File: config.mk
export PLATFORM = sky130hd
export DESIGN_NAME = cfeb_rdout_sched
export DESIGN_NICKNAME = d
export VERILOG_FILES = /design/src/rtl/dmb_rdout_pkg.sv /design/src/rtl/rdout_prio_enc.sv /design/src/rtl/cfeb_rdout_sched.sv
export SDC_FILE = /design/constraint.sdc
export NUM_CORES = 1
export LEC_CHECK = 0
export CORE_UTILIZATION = 30
export CTS_CLUSTER_SIZE = 25
export DETAILED_ROUTE_END_ITERATION = 8
export PLACE_DENSITY_LB_ADDON = 0.25
export SYNTH_ARGS = -nofsm -noshare
export SYNTH_HDL_FRONTEND = slang
export SYNTH_SLANG_ARGS = --single-unit
File: constraint.sdc
create_clock -name CLK -period 2.06 [get_ports CLK]
set_clock_uncertainty 0.15 [all_clocks]
set_input_delay 0.515 -clock CLK [delete_from_list [all_inputs] [get_ports CLK]]
set_output_delay 0.515 -clock CLK [all_outputs]
set_load 0.03 [all_outputs]
File: src/rtl/dmb_rdout_pkg.sv
// Shared definitions for the DMB readout scheduler: state encoding,
// TMB select code and the default CFEB count.
package dmb_rdout_pkg;

    localparam int NCFEB_DEF = 7;

    // SEL value that addresses the ALCT/TMB slot rather than a CFEB FIFO
    localparam logic [3:0] SEL_TMB = 4'hF;

    typedef enum logic [3:0] {
        IDLE      = 4'd0,
        LOAD      = 4'd1,
        PICK      = 4'd2,
        WAIT_DATA = 4'd3,
        ISSUE     = 4'd4,
        RUN       = 4'd5,
        TMO       = 4'd6,
        CLR       = 4'd7,
        EOE_ST    = 4'd8
    } sched_state_e;

    // A slot counts as active from the moment it is selected until it either
    // completes or times out.
    function automatic logic slot_active(input sched_state_e s);
        return (s == WAIT_DATA) || (s == ISSUE) || (s == RUN);
    endfunction

endpackage

File: src/rtl/rdout_prio_enc.sv
// Priority encoder over the pending-slot vector. The TMB bit (MSB) wins,
// otherwise the lowest-numbered pending CFEB is chosen.
module rdout_prio_enc
    import dmb_rdout_pkg::*;
#(
    parameter int NCFEB = NCFEB_DEF
) (
    input  logic [NCFEB:0] pend,
    output logic           valid,
    output logic [3:0]     idx
);

    // Scan high to low so the lowest CFEB index is the last one written
    always_comb begin
        valid = |pend;
        idx   = 4'd0;
        for (int i = NCFEB - 1; i >= 0; i--) begin
            if (pend[i]) begin
                idx = 4'(i);
            end
        end
        if (pend[NCFEB]) begin
            idx = SEL_TMB;
        end
    end

endmodule

File: src/rtl/cfeb_rdout_sched.sv
// Per-event readout scheduler. Captures which sources carry data at the
// event header, then hands them one at a time (TMB first, then CFEBs in
// ascending order) to the L1A checker, with per-slot wait/run timeouts.
//
// state     | meaning
// ----------+----------------------------------------------------------
// IDLE      | waiting for HEADER_END
// LOAD      | capture pending sources, clear timeout mask
// PICK      | select next pending slot or finish the event
// WAIT_DATA | wait for the selected FIFO to go non-empty
// ISSUE     | GO pulse to the checker
// RUN       | wait for SLOT_DONE from the checker
// TMO       | slot timed out, flag it
// CLR       | retire the current slot from the pending set
// EOE_ST    | end-of-event pulse
module cfeb_rdout_sched
    import dmb_rdout_pkg::*;
#(
    parameter int NCFEB    = NCFEB_DEF,
    parameter int TMO_W    = 10,
    parameter int WAIT_TMO = 255,
    parameter int RUN_TMO  = 1000
) (
    input  logic             CLK,
    input  logic             RST,
    input  logic             HEADER_END,
    input  logic             TMB_REQ,
    input  logic [NCFEB-1:0] CFEB_MASK,
    input  logic [NCFEB-1:0] FIFO_MT,
    input  logic             SLOT_DONE,
    output logic             GO,
    output logic [3:0]       SEL,
    output logic             ALCT_TMB_ACT,
    output logic             CFEB_ACT,
    output logic             EOE,
    output logic             TMO_ERR,
    output logic [NCFEB:0]   TMO_MASK,
    output logic             BUSY
);

    localparam logic [TMO_W-1:0] WAIT_LAST = TMO_W'(WAIT_TMO - 1);
    localparam logic [TMO_W-1:0] RUN_LAST  = TMO_W'(RUN_TMO - 1);
    localparam logic [TMO_W-1:0] TMR_ONE   = TMO_W'(1);

    sched_state_e     state_q, state_d;
    logic [NCFEB:0]   pend_q, pend_d;
    logic [3:0]       sel_q, sel_d;
    logic [TMO_W-1:0] timer_q, timer_d;
    logic [NCFEB:0]   tmo_mask_q, tmo_mask_d;

    logic go_q, go_d;
    logic eoe_q, eoe_d;
    logic tmo_err_q, tmo_err_d;
    logic tmb_act_q, tmb_act_d;
    logic cfeb_act_q, cfeb_act_d;
    logic busy_q, busy_d;

    logic           enc_valid;
    logic [3:0]     enc_idx;
    logic [NCFEB:0] slot_oh;
    logic [15:0]    mt_ext;
    logic           slot_ready;

    rdout_prio_enc #(
        .NCFEB (NCFEB)
    ) u_prio_enc (
        .pend  (pend_q),
        .valid (enc_valid),
        .idx   (enc_idx)
    );

    // Decode the current selection into a pending-vector one-hot and a
    // readiness flag. Unused FIFO positions read as empty; the TMB slot
    // has no FIFO of its own and is always ready.
    always_comb begin
        mt_ext                = '1;
        mt_ext[NCFEB-1:0]     = FIFO_MT;
        slot_ready            = (sel_q == SEL_TMB) || !mt_ext[sel_q];
        slot_oh               = '0;
        for (int i = 0; i < NCFEB; i++) begin
            slot_oh[i] = (sel_q == 4'(i));
        end
        slot_oh[NCFEB]        = (sel_q == SEL_TMB);
    end

    // Next-state and data-path update; outputs are decoded from the next
    // state so that they line up with the registered state.
    always_comb begin
        state_d    = state_q;
        pend_d     = pend_q;
        sel_d      = sel_q;
        timer_d    = timer_q;
        tmo_mask_d = tmo_mask_q;

        case (state_q)
            IDLE: begin
                if (HEADER_END) begin
                    state_d = LOAD;
                end
            end
            LOAD: begin
                pend_d     = {TMB_REQ, CFEB_MASK};
                tmo_mask_d = '0;
                state_d    = PICK;
            end
            PICK: begin
                if (!enc_valid) begin
                    state_d = EOE_ST;
                end else begin
                    sel_d   = enc_idx;
                    timer_d = '0;
                    state_d = WAIT_DATA;
                end
            end
            WAIT_DATA: begin
                // readiness is checked first so data arriving on the last
                // wait cycle still gets issued
                if (slot_ready) begin
                    state_d = ISSUE;
                end else if (timer_q == WAIT_LAST) begin
                    state_d = TMO;
                end else begin
                    timer_d = timer_q + TMR_ONE;
                end
            end
            ISSUE: begin
                timer_d = '0;
                state_d = RUN;
            end
            RUN: begin
                // completion beats a coincident timeout
                if (SLOT_DONE) begin
                    state_d = CLR;
                end else if (timer_q == RUN_LAST) begin
                    state_d = TMO;
                end else begin
                    timer_d = timer_q + TMR_ONE;
                end
            end
            TMO: begin
                tmo_mask_d = tmo_mask_q | slot_oh;
                state_d    = CLR;
            end
            CLR: begin
                pend_d  = pend_q & ~slot_oh;
                state_d = PICK;
            end
            EOE_ST: begin
                state_d = IDLE;
            end
            default: begin
                state_d = IDLE;
            end
        endcase

        go_d       = (state_d == ISSUE);
        eoe_d      = (state_d == EOE_ST);
        tmo_err_d  = (state_d == TMO);
        busy_d     = (state_d != IDLE);
        tmb_act_d  = slot_active(state_d) && (sel_d == SEL_TMB);
        cfeb_act_d = slot_active(state_d) && (sel_d != SEL_TMB);
    end

    // State, data and output registers with synchronous reset
    always_ff @(posedge CLK) begin
        if (RST) begin
            state_q    <= IDLE;
            pend_q     <= '0;
            sel_q      <= 4'd0;
            timer_q    <= '0;
            tmo_mask_q <= '0;
            go_q       <= 1'b0;
            eoe_q      <= 1'b0;
            tmo_err_q  <= 1'b0;
            tmb_act_q  <= 1'b0;
            cfeb_act_q <= 1'b0;
            busy_q     <= 1'b0;
        end else begin
            state_q    <= state_d;
            pend_q     <= pend_d;
            sel_q      <= sel_d;
            timer_q    <= timer_d;
            tmo_mask_q <= tmo_mask_d;
            go_q       <= go_d;
            eoe_q      <= eoe_d;
            tmo_err_q  <= tmo_err_d;
            tmb_act_q  <= tmb_act_d;
            cfeb_act_q <= cfeb_act_d;
            busy_q     <= busy_d;
        end
    end

    assign GO           = go_q;
    assign SEL          = sel_q;
    assign ALCT_TMB_ACT = tmb_act_q;
    assign CFEB_ACT     = cfeb_act_q;
    assign EOE          = eoe_q;
    assign TMO_ERR      = tmo_err_q;
    assign TMO_MASK     = tmo_mask_q;
    assign BUSY         = busy_q;

endmodule

Yosys cells after proc, flatten, opt, wreduce, memory -nomap -nowiden
Index checks and enable logic that the tools add are counted.
{ "totals": {"register_bits": 40, "input_bits": 19, "out_inout_bits": 18} }
{ "op_classes": {"n_addsub": 1, "n_lt_le_gt_ge": 1, "eq_ne": 28, "n_mux": 27, "bitwise_logic": 3, "n_reduce_logical": 15} }
{ "op_table": {"columns": ["op", "n"], "rows": [
  ["two-way mux 10 bit", 5],
  ["equality test 4 x 3 -> 1 bit, second input constant", 10],
  ["one-hot mux 10 bit (4 select lines)", 1],
  ["two-way mux 4 bit", 9],
  ["one-hot mux 8 bit (2 select lines)", 2],
  ["one-hot mux 4 bit (7 select lines)", 1],
  ["two-way mux 3 bit", 7],
  ["equality test 4 x 2 -> 1 bit, second input constant", 5],
  ["equality test 4 bit, second input constant", 3],
  ["adder 10 x 1 -> 10 bit, second input constant", 1],
  ["equality test 10 bit, second input constant", 1],
  ["equality test 10 x 8 -> 1 bit, second input constant", 1],
  ["inequality test 2 bit, second input constant", 5],
  ["bitwise AND 8 bit", 1],
  ["equality test 4 x 1 -> 1 bit, second input constant", 2],
  ["logical NOT 4 bit", 2],
  ["NOT 8 bit", 1],
  ["bitwise OR 8 bit", 1],
  ["nonzero test 4 bit", 2],
  ["OR reduction 8 bit", 1],
  ["AND reduction 6 bit", 1],
  ["less-than comparator 4 x 5 -> 1 bit, second input constant", 1],
  ["binary-select mux 1 bit (select 4 bit)", 1],
  ["inequality test 4 bit, second input constant", 1],
  ["other kinds (6)", 10]
]} }

Depth between registers and ports, before layout
Gate-level depths: netlist (run 1).
{ "logic_depth": {"ltp_word": 12, "mapped_depth": 7} }

Hierarchy
A second synthesis (run 1) with hierarchy kept.
{ "unflattened": {"hier_cells": 277, "hier_area_um2": 2225.9} }
{ "by_module_without_submodules": {"columns": ["mod", "instances", "cells_each", "area_per_inst_um2", "seq_area_each_um2"], "rows": [
  ["cfeb_rdout_sched", 1, 264, 2147.1, 800.8],
  ["rdout_prio_enc", 1, 13, 78.8, 0.0]
]} }

Worst setup path before layout (run 1)
No wires, ideal clock.
{ "synth_path": {"path_kind": "reg2reg", "startpoint": "register sel_q[0], in the netlist SEL[0]", "endpoint": "register tmb_act_q, in the netlist ALCT_TMB_ACT", "arrival_time_ns": 1.809, "t_required_ns": 1.776, "path_slack_ns": -0.033, "path_stages_with_launch": 8, "path_buffers": 1, "synth_period_minus_slack_ns": 2.093, "path_cell_list": "dfxtp_1 -> buf_4 -> mux2i_1 -> nand3b_1 -> and3_4 -> a31o_2 -> a21oi_1 -> a211oi_2"} }
{ "synth_via": {"elab_chain_len": 10} }
{ "synth_lines": {"columns": ["element", "line_no", "text"], "rows": [
  ["from (decl)", "cfeb_rdout_sched.sv:47", "logic [3:0] sel_q, sel_d;"],
  ["from (signal assigned)", "cfeb_rdout_sched.sv:181", "sel_q <= sel_d;"],
  ["binary-select mux 1 bit (select 4 bit)", "cfeb_rdout_sched.sv:78", "slot_ready = (sel_q == SEL_TMB) || !mt_ext[sel_q];"],
  ["two-way mux 1 bit (implied by the code)", "cfeb_rdout_sched.sv:78", null],
  ["logical NOT 1 bit", "cfeb_rdout_sched.sv:78", null],
  ["logical OR 1 bit", "cfeb_rdout_sched.sv:78", null],
  ["two-way mux 4 bit", "cfeb_rdout_sched.sv:118", "if (slot_ready) begin"],
  ["one-hot mux 4 bit (7 select lines)", "cfeb_rdout_sched.sv:95", "case (state_q)"],
  ["equality test 4 x 2 -> 1 bit or equality test 4 x 3 -> 1 bit (tied branches)", "dmb_rdout_pkg.sv:25", "return (s == WAIT_DATA) || (s == ISSUE) || (s == RUN);"],
  ["logical OR 1 bit (2 in a row)", "dmb_rdout_pkg.sv:25", null],
  ["logical AND 1 bit (*)", "cfeb_rdout_sched.sv:160", "tmb_act_d = slot_active(state_d) && (sel_d == SEL_TMB);"],
  ["to (signal assigned)", "cfeb_rdout_sched.sv:187", "tmb_act_q <= tmb_act_d;"],
  ["to (decl)", "cfeb_rdout_sched.sv:54", "logic tmb_act_q, tmb_act_d;"]
]} }
Mark *: on every way between the ends. The rest lies on a longest branch, timed or not. The select of a mux whose other input is x is not followed.
A chain may end at the register's enable or synchronous reset.

Worst setup path in the final report (run 1)
{ "layout_path": {"startpoint": "input SLOT_DONE", "endpoint": "register timer_q[3]"} }
{ "layout_via": {"elab_chain_len": 2} }
{ "layout_lines": {"columns": ["element", "line_no", "text"], "rows": [
  ["from (decl)", "cfeb_rdout_sched.sv:30", "input logic SLOT_DONE,"],
  ["inequality test 2 bit (no source line)", null, null],
  ["AND reduction 6 bit (no source line)", null, null],
  ["to (signal assigned)", "cfeb_rdout_sched.sv:182", "timer_q <= timer_d;"],
  ["to (decl)", "cfeb_rdout_sched.sv:48", "logic [TMO_W-1:0] timer_q, timer_d;"]
]} }
Every way passes these cells.

==> impl_metrics.json, run 1 <==
{
  "tightest_slew_ns": 0.522,
  "synth_cell_types": 54,
  "slew_headroom_pct": 64.9,
  "layout_common_cells": "45 x buf_4, 36 x nor2_1, 34 x dfxtp_1, 24 x clkdlybuf4s50_1, 21 x nand2_1",
  "startpoint_type": "input port",
  "port_buffers": 36,
  "num-nets-final": 341,
  "synth-edff-count": 0,
  "critPathKind": "in -> reg",
  "tns_ns": 0,
  "holdWs_ns": 0.352,
  "rr_endpoint": "timer_q[3]",
  "wl_mm": 5.71,
  "yosysWarnings": 0,
  "synthToLayoutAreaGrowth_pct": 48.9,
  "min_period_ns": 2.02,
  "p_leak_nw": 1.21,
  "cp.required_ns": 2.09,
  "syn_nets": 263,
  "whs_path_depth": 2,
  "p_seq_share_pct": 41.5,
  "die_w_um": 85.9,
  "synth-seq-area-share_pct": 38.0,
  "crit_path_max_fanout": 3,
  "clk_pin_slew_ns": 0.08,
  "internal_power_mw": 1.44,
  "final_common_cell": "buf_4",
  "finalHoldViolations": 0,
  "min_period_over_period_pct": 98.2,
  "hp-start": "TMO_MASK[3]",
  "reg2reg_from": "timer_q[9]",
  "grt_pass1_wl_mm": 9.36,
  "ctsHtreeMaxLevel": 2,
  "r2r_cells": 7,
  "globalplace.congestion": 0.836,
  "syn-cell-area_um2": 2110,
  "critPathArrivalTime_ns": 2.05,
  "cts_inserted_buffers": 5,
  "clk_path_buf_depth": 2,
  "vdd_ir_drop_max_v": 0.000249,
  "clk_latency_ns": 0.29,
  "num_antenna_cells": 0,
  "fmax_mhz": 495,
  "status": "finished, final reports clean",
  "power_density_nw_per_um2": 654,
  "avgSynthCellArea_um2": 8.72,
  "reg2reg_slack_ns": 0.04,
  "hold_path_end": "TMO_MASK[3]",
  "drt_iter0_markers": 119,
  "switching_share_pct": 29.9,
  "viasPerCell": 4.99,
  "clkPwrFrac_pct": 30.5,
  "maxSlewViolCount": 0,
  "synthFlopType": "dfxtp_1",
  "setup_viol": 0,
  "dp_hpwl_mm": 4.13,
  "fp-row-count": 30,
  "synth_area_leaders": "dfxtp_1 38%, nor2_1 6.8%, a211oi_1 3.9%",
  "grt_overflow": 0,
  "antenna_left": 0,
  "drive_gt1_share_pct": 28.3,
  "io_pins": 37,
  "drt-pass1-iter-count": 4,
  "power_frac_comb_pct": 28.0,
  "drc": 0,
  "cp-end-kind": "register",
  "die_y_um": 85.9,
  "cts_tree": "built",
  "yosysTopAreaCell": "dfxtp_1",
  "clkSinkCount": 40,
  "ys_seq_elements": 40,
  "grt_use_total_pct": 15.9,
  "grt_pass1_vias": 1984,
  "fp.coreArea_um2": 6790,
  "vias": 2080,
  "synth.top_cell.area_share_pct": 38.0,
  "wire_per_inst_um": 13.7,
  "start_util_pct": 31.0,
  "die_area_um2": 7370,
  "async_reset_ff_share_pct": 0,
  "hp-class": "reg -> reg",
  "postCtsHoldBufs": 0,
  "clockRootBuffer": "clkbuf_8",
  "synth_cells": 242,
  "grt_max_degree": 16,
  "p_sw_mw": 0.614,
  "antenna_found_initial": 0,
  "max-cap-violations": 0
}
[sequential cells by signal, indices dropped and copies added (netlist names)]
signal and cells:
TMO_ERR 1, SEL 4, BUSY 1, pend_q 8, GO 1, EOE 1, state_q 4, TMO_MASK 8
CFEB_ACT 1, ALCT_TMB_ACT 1, timer_q 10
[through the flow]
step                      std cells  util [%]  power, mW  cell area, um2  setup slack [ns]
after global routing            417      46.2       2.17            3140           -0.0564
after global placement          402      41.6       1.37            2820            -0.420
after CTS                       410      43.6       2.02            2960           -0.0711
after floorplan                 242         -       1.16            2110           0.00596
final                           417      46.2       2.05            3140            0.0379
after detailed placement        402      41.6       1.38            2820            -0.422
[metal layers]
metal / vias to the layer above / track usage (%) / routed length, um
li1: 1047 / - / -
met1: 984 / 22.1 / 2810
met2: 45 / 25.2 / 2640
met3: 4 / 3.18 / 209
met4: 0 / 4.09 / 51
met5: - / 0 / 0
[power by group through the flow]
stage / Combinational (mW) / Sequential, mW / Clock, mW
floorplan: 0.273 / 0.884 / 0
global placement: 0.507 / 0.863 / 0
detailed placement: 0.513 / 0.863 / 0
CTS: 0.528 / 0.846 / 0.644
global route: 0.628 / 0.857 / 0.686
finish: 0.574 / 0.852 / 0.627
[cell type report]
class,instances,area (um2)
multi-input cells,188,1380
clock inverters,2,35.0
well taps,96,120
clock buffers,6,72.6
flip-flops and latches,40,808
inverters,4,15.0
repair buffers,81,713
fillers,666,3650
[worst max-delay path: stages]
cell	delay, ns
clkdlybuf4s50_1	0.47
a31oi_4	0.21
o211ai_1	0.20
buf_4	0.20
a211oi_1	0.25
xnor2_1	0.15
nor2_1	0.06
[how the worst max path moves through the flow]
stage / start / end / slack [ns] / cells after the start
after floorplan: SEL[2] / BUSY / 0.006 / 6
after global placement: FIFO_MT[3] / state_q[0] / -0.42 / 8
after detailed placement: FIFO_MT[3] / state_q[0] / -0.42 / 8
after CTS: FIFO_MT[2] / BUSY / -0.07 / 7
after global routing: timer_q[9] / timer_q[3] / -0.06 / 7
final: SLOT_DONE / timer_q[3] / 0.04 / 7
[kinds of logic (layout without fill, tap and decap cells)]
logic type	after synthesis	count (layout)	synth area share [%]
multiplexers	4	4	1.90
AND/OR/NAND/NOR	105	105	28.8
flip-flops	40	40	38.0
buffers and inverters	14	93	3.20
XOR/XNOR	8	8	3.32
adder cells (fa/ha/maj)	2	2	1.19
AO/OA/AOI/OAI	69	69	23.7
[Yosys cell counts (3+ instances only)]
master    instances
buf_2             3
a211oi_1         11
and2b_1           3
buf_4             3
and3_1            3
a22oi_1           6
nor2b_1           3
a211oi_2          3
nand2_1          21
inv_1             4
a31oi_1           4
xnor2_1           7
dfxtp_1          40
nor4_1            4
nor3_1            3
clkbuf_1          4
mux2i_1           4
nand2b_1          3
nand3_1           6
a21oi_1          16
and4_1            3
o21ai_0          10
nor2_1           38
[repair_timing]
item                                    4_1_cts  5_1_grt
endpoints found under the setup margin       14       17
buffers inserted                              0        7
pin swaps                                     0       14
gates resized for setup                      11       30
No activity file was read; power rests on OpenSTA's default activity.
==> inputs of run 2 (changes only) <==
Settings changed: GPL_ROUTABILITY_DRIVEN from default to 1.
==> results of run 2 <==
No change in the layout: final DEF, timing and power equal those of run 1.
==> inputs of run 3 (changes only) <==
Settings changed: CORE_ASPECT_RATIO from default to 0.6, REMOVE_ABC_BUFFERS from default to 1.
==> impl_metrics.json, run 3 (synthesis gave the netlist of run 1 again) <==
{
  "seq_area_um2": 812,
  "globalplace.congestion": 0.840,
  "reg2reg_from": "SEL[0]",
  "cpLargestDelayFamily": "compound AO/OA/AOI/OAI gates",
  "cp_slowest_cell": "dfxtp_4",
  "fmax_mhz": 493,
  "fp.coreArea_um2": 6730,
  "num-nets-final": 345,
  "power_density_nw_per_um2": 748,
  "drive_gt1_share_pct": 29.2,
  "utilization_pct": 47.7,
  "startpoint_type": "register",
  "finalHoldViolations": 0,
  "drc": 0,
  "reg2reg_slack_ns": 0.03,
  "grt_max_degree": 14,
  "wire_per_inst_um": 15.0,
  "num_antenna_cells": 0,
  "dp.cells": 397,
  "clk_latency_ns": 0.29,
  "grt_util_met1_pct": 28.0,
  "drt-pass1-iter-count": 4,
  "min_period_over_period_pct": 98.4,
  "maxSlewViolCount": 0,
  "critPathArrivalTime_ns": 2.04,
  "max-cap-violations": 0,
  "whs_path_depth": 2,
  "grt_busiest_layer": "met1",
  "p_seq_share_pct": 35.8,
  "die_area_um2": 7380,
  "power_frac_comb_pct": 24.2,
  "critPathMaxStageDelay_ns": 0.37,
  "worst-path-buf-inv": 3,
  "clk_path_buf_depth": 2,
  "crit_cells": 9,
  "grt_use_total_pct": 18.1,
  "p_leak_nw": 1.20,
  "status": "finished, final reports clean",
  "clkSinkCount": 40,
  "fp-row-count": 23,
  "slew_headroom_pct": 60.8,
  "port_buffers": 36,
  "rsz0062_at_grt": "yes",
  "start_util_pct": 31.3,
  "drt_iter0_markers": 210,
  "crit_path_max_fanout": 6,
  "cp-end-kind": "register",
  "clockRootBuffer": "clkbuf_16",
  "top_register": "timer_q",
  "synthToLayoutAreaGrowth_pct": 52.1,
  "worstPathCellList": "buf_12, mux2i_1, o211ai_2, buf_4, nand4_4, a21oi_4, buf_6, xnor2_2, nor2_1",
  "layout_common_cells": "48 x buf_4, 37 x nor2_1, 33 x dfxtp_1, 26 x clkdlybuf4s50_1, 21 x nand2_1",
  "min_period_ns": 2.03,
  "fin_cells": 412,
  "setup_viol": 0,
  "vias": 2123,
  "critPathKind": "reg -> reg",
  "clk_pin_slew_ns": 0.06,
  "grt_overflow": 0,
  "hp-class": "reg -> reg",
  "tightest_slew_ns": 0.584,
  "vdd_ir_drop_max_v": 0.000295,
  "wl_mm": 6.19,
  "io_pins": 37,
  "die_y_um": 67.0,
  "switching_share_pct": 28.1,
  "met2_usage_pct": 22.0,
  "internal_power_mw": 1.72,
  "cts_tree": "built",
  "dp_hpwl_mm": 4.66,
  "cts_inserted_buffers": 5,
  "tns_ns": 0,
  "grt_pass1_vias": 1884,
  "cp.required_ns": 2.08,
  "viasPerCell": 5.15,
  "ctsHtreeMaxLevel": 2,
  "endpoint": "timer_q[0]",
  "clkPwrFrac_pct": 39.9,
  "rr_endpoint": "timer_q[0]",
  "grt_pass1_wl_mm": 9.81,
  "final_common_cell": "buf_4",
  "antenna_found_initial": 0,
  "use_met3_pct": 5.38,
  "multi_input_area_um2": 1350,
  "n_fill_cell": 644,
  "startpoint": "SEL[0]",
  "r2r_cells": 9,
  "p_sw_mw": 0.675,
  "largest_reg_flops": 10,
  "antenna_left": 0,
  "postCtsHoldBufs": 0,
  "die_w_um": 110
}
-- run 3: per-stage QoR --
step                      instance area [um2]  worst slack, ns  hold slack (ns)  total power [mW]
final                                    3210           0.0323            0.348              2.40
after global routing                     3210          -0.0236            0.375              2.51
after CTS                                3060          -0.0194            0.364              2.36
after detailed placement                 2840           -0.491            0.350              1.38
after global placement                   2840           -0.422            0.339              1.38
after floorplan                          2060           -0.143            0.307              1.14
-- run 3: layout make-up --
type / instances / share of cell area, %
inverters: 4 / 0.468
clock buffers: 7 / 4.76
well taps: 87 / 3.39
flip-flops and latches: 40 / 25.3
clock inverters: 1 / 0.936
repair buffers: 85 / 23.0
multi-input cells: 188 / 42.1
-- run 3: repair_timing --
item,4_1_cts,5_1_grt
endpoints found under the hold margin,0,0
gates resized for setup,14,25
setup endpoints to repair,19,14
setup buffers,2,5
pin swaps,5,14
-- run 3: worst min path at each step --
| stage | start | to | slack (ns) |
|---|---|---|---|
| floorplan | pend_q[6] | pend_q[6] | 0.31 |
| finish | TMO_MASK[3] | TMO_MASK[3] | 0.35 |
| global route | TMO_MASK[3] | TMO_MASK[3] | 0.37 |
| CTS | pend_q[0] | pend_q[0] | 0.36 |
| detailed placement | TMO_MASK[3] | TMO_MASK[3] | 0.35 |
| global placement | TMO_MASK[3] | TMO_MASK[3] | 0.34 |
-- run 3: metal layers --
| layer | wire length [um] | vias up | part of all wire, % |
|---|---|---|---|
| li1 | - | 1058 | - |
| met3 | 551 | 8 | 8.9 |
| met4 | 87 | 0 | 1.4 |
| met2 | 2190 | 84 | 35 |
| met1 | 3370 | 973 | 54 |
| met5 | 0 | - | 0 |
-- run 3: worst register-to-register path, delay by kind of cell (launching register included) --
family / cells / cell delay (ns)
xor gates and xnor gates: 1 / 0.10
AOI/OAI and AO/OA: 2 / 0.51
buffers and inverters: 3 / 0.44
muxes: 1 / 0.13
DFF: 1 / 0.37
and+or+nand+nor: 2 / 0.22
-- run 3: power by group through the flow --
stage | Sequential (mW) | Clock, mW | Combinational (mW)
finish | 0.860 | 0.958 | 0.582
global route | 0.865 | 1.01 | 0.632
CTS | 0.856 | 0.973 | 0.527
detailed placement | 0.873 | 0 | 0.506
global placement | 0.874 | 0 | 0.504
floorplan | 0.900 | 0 | 0.240
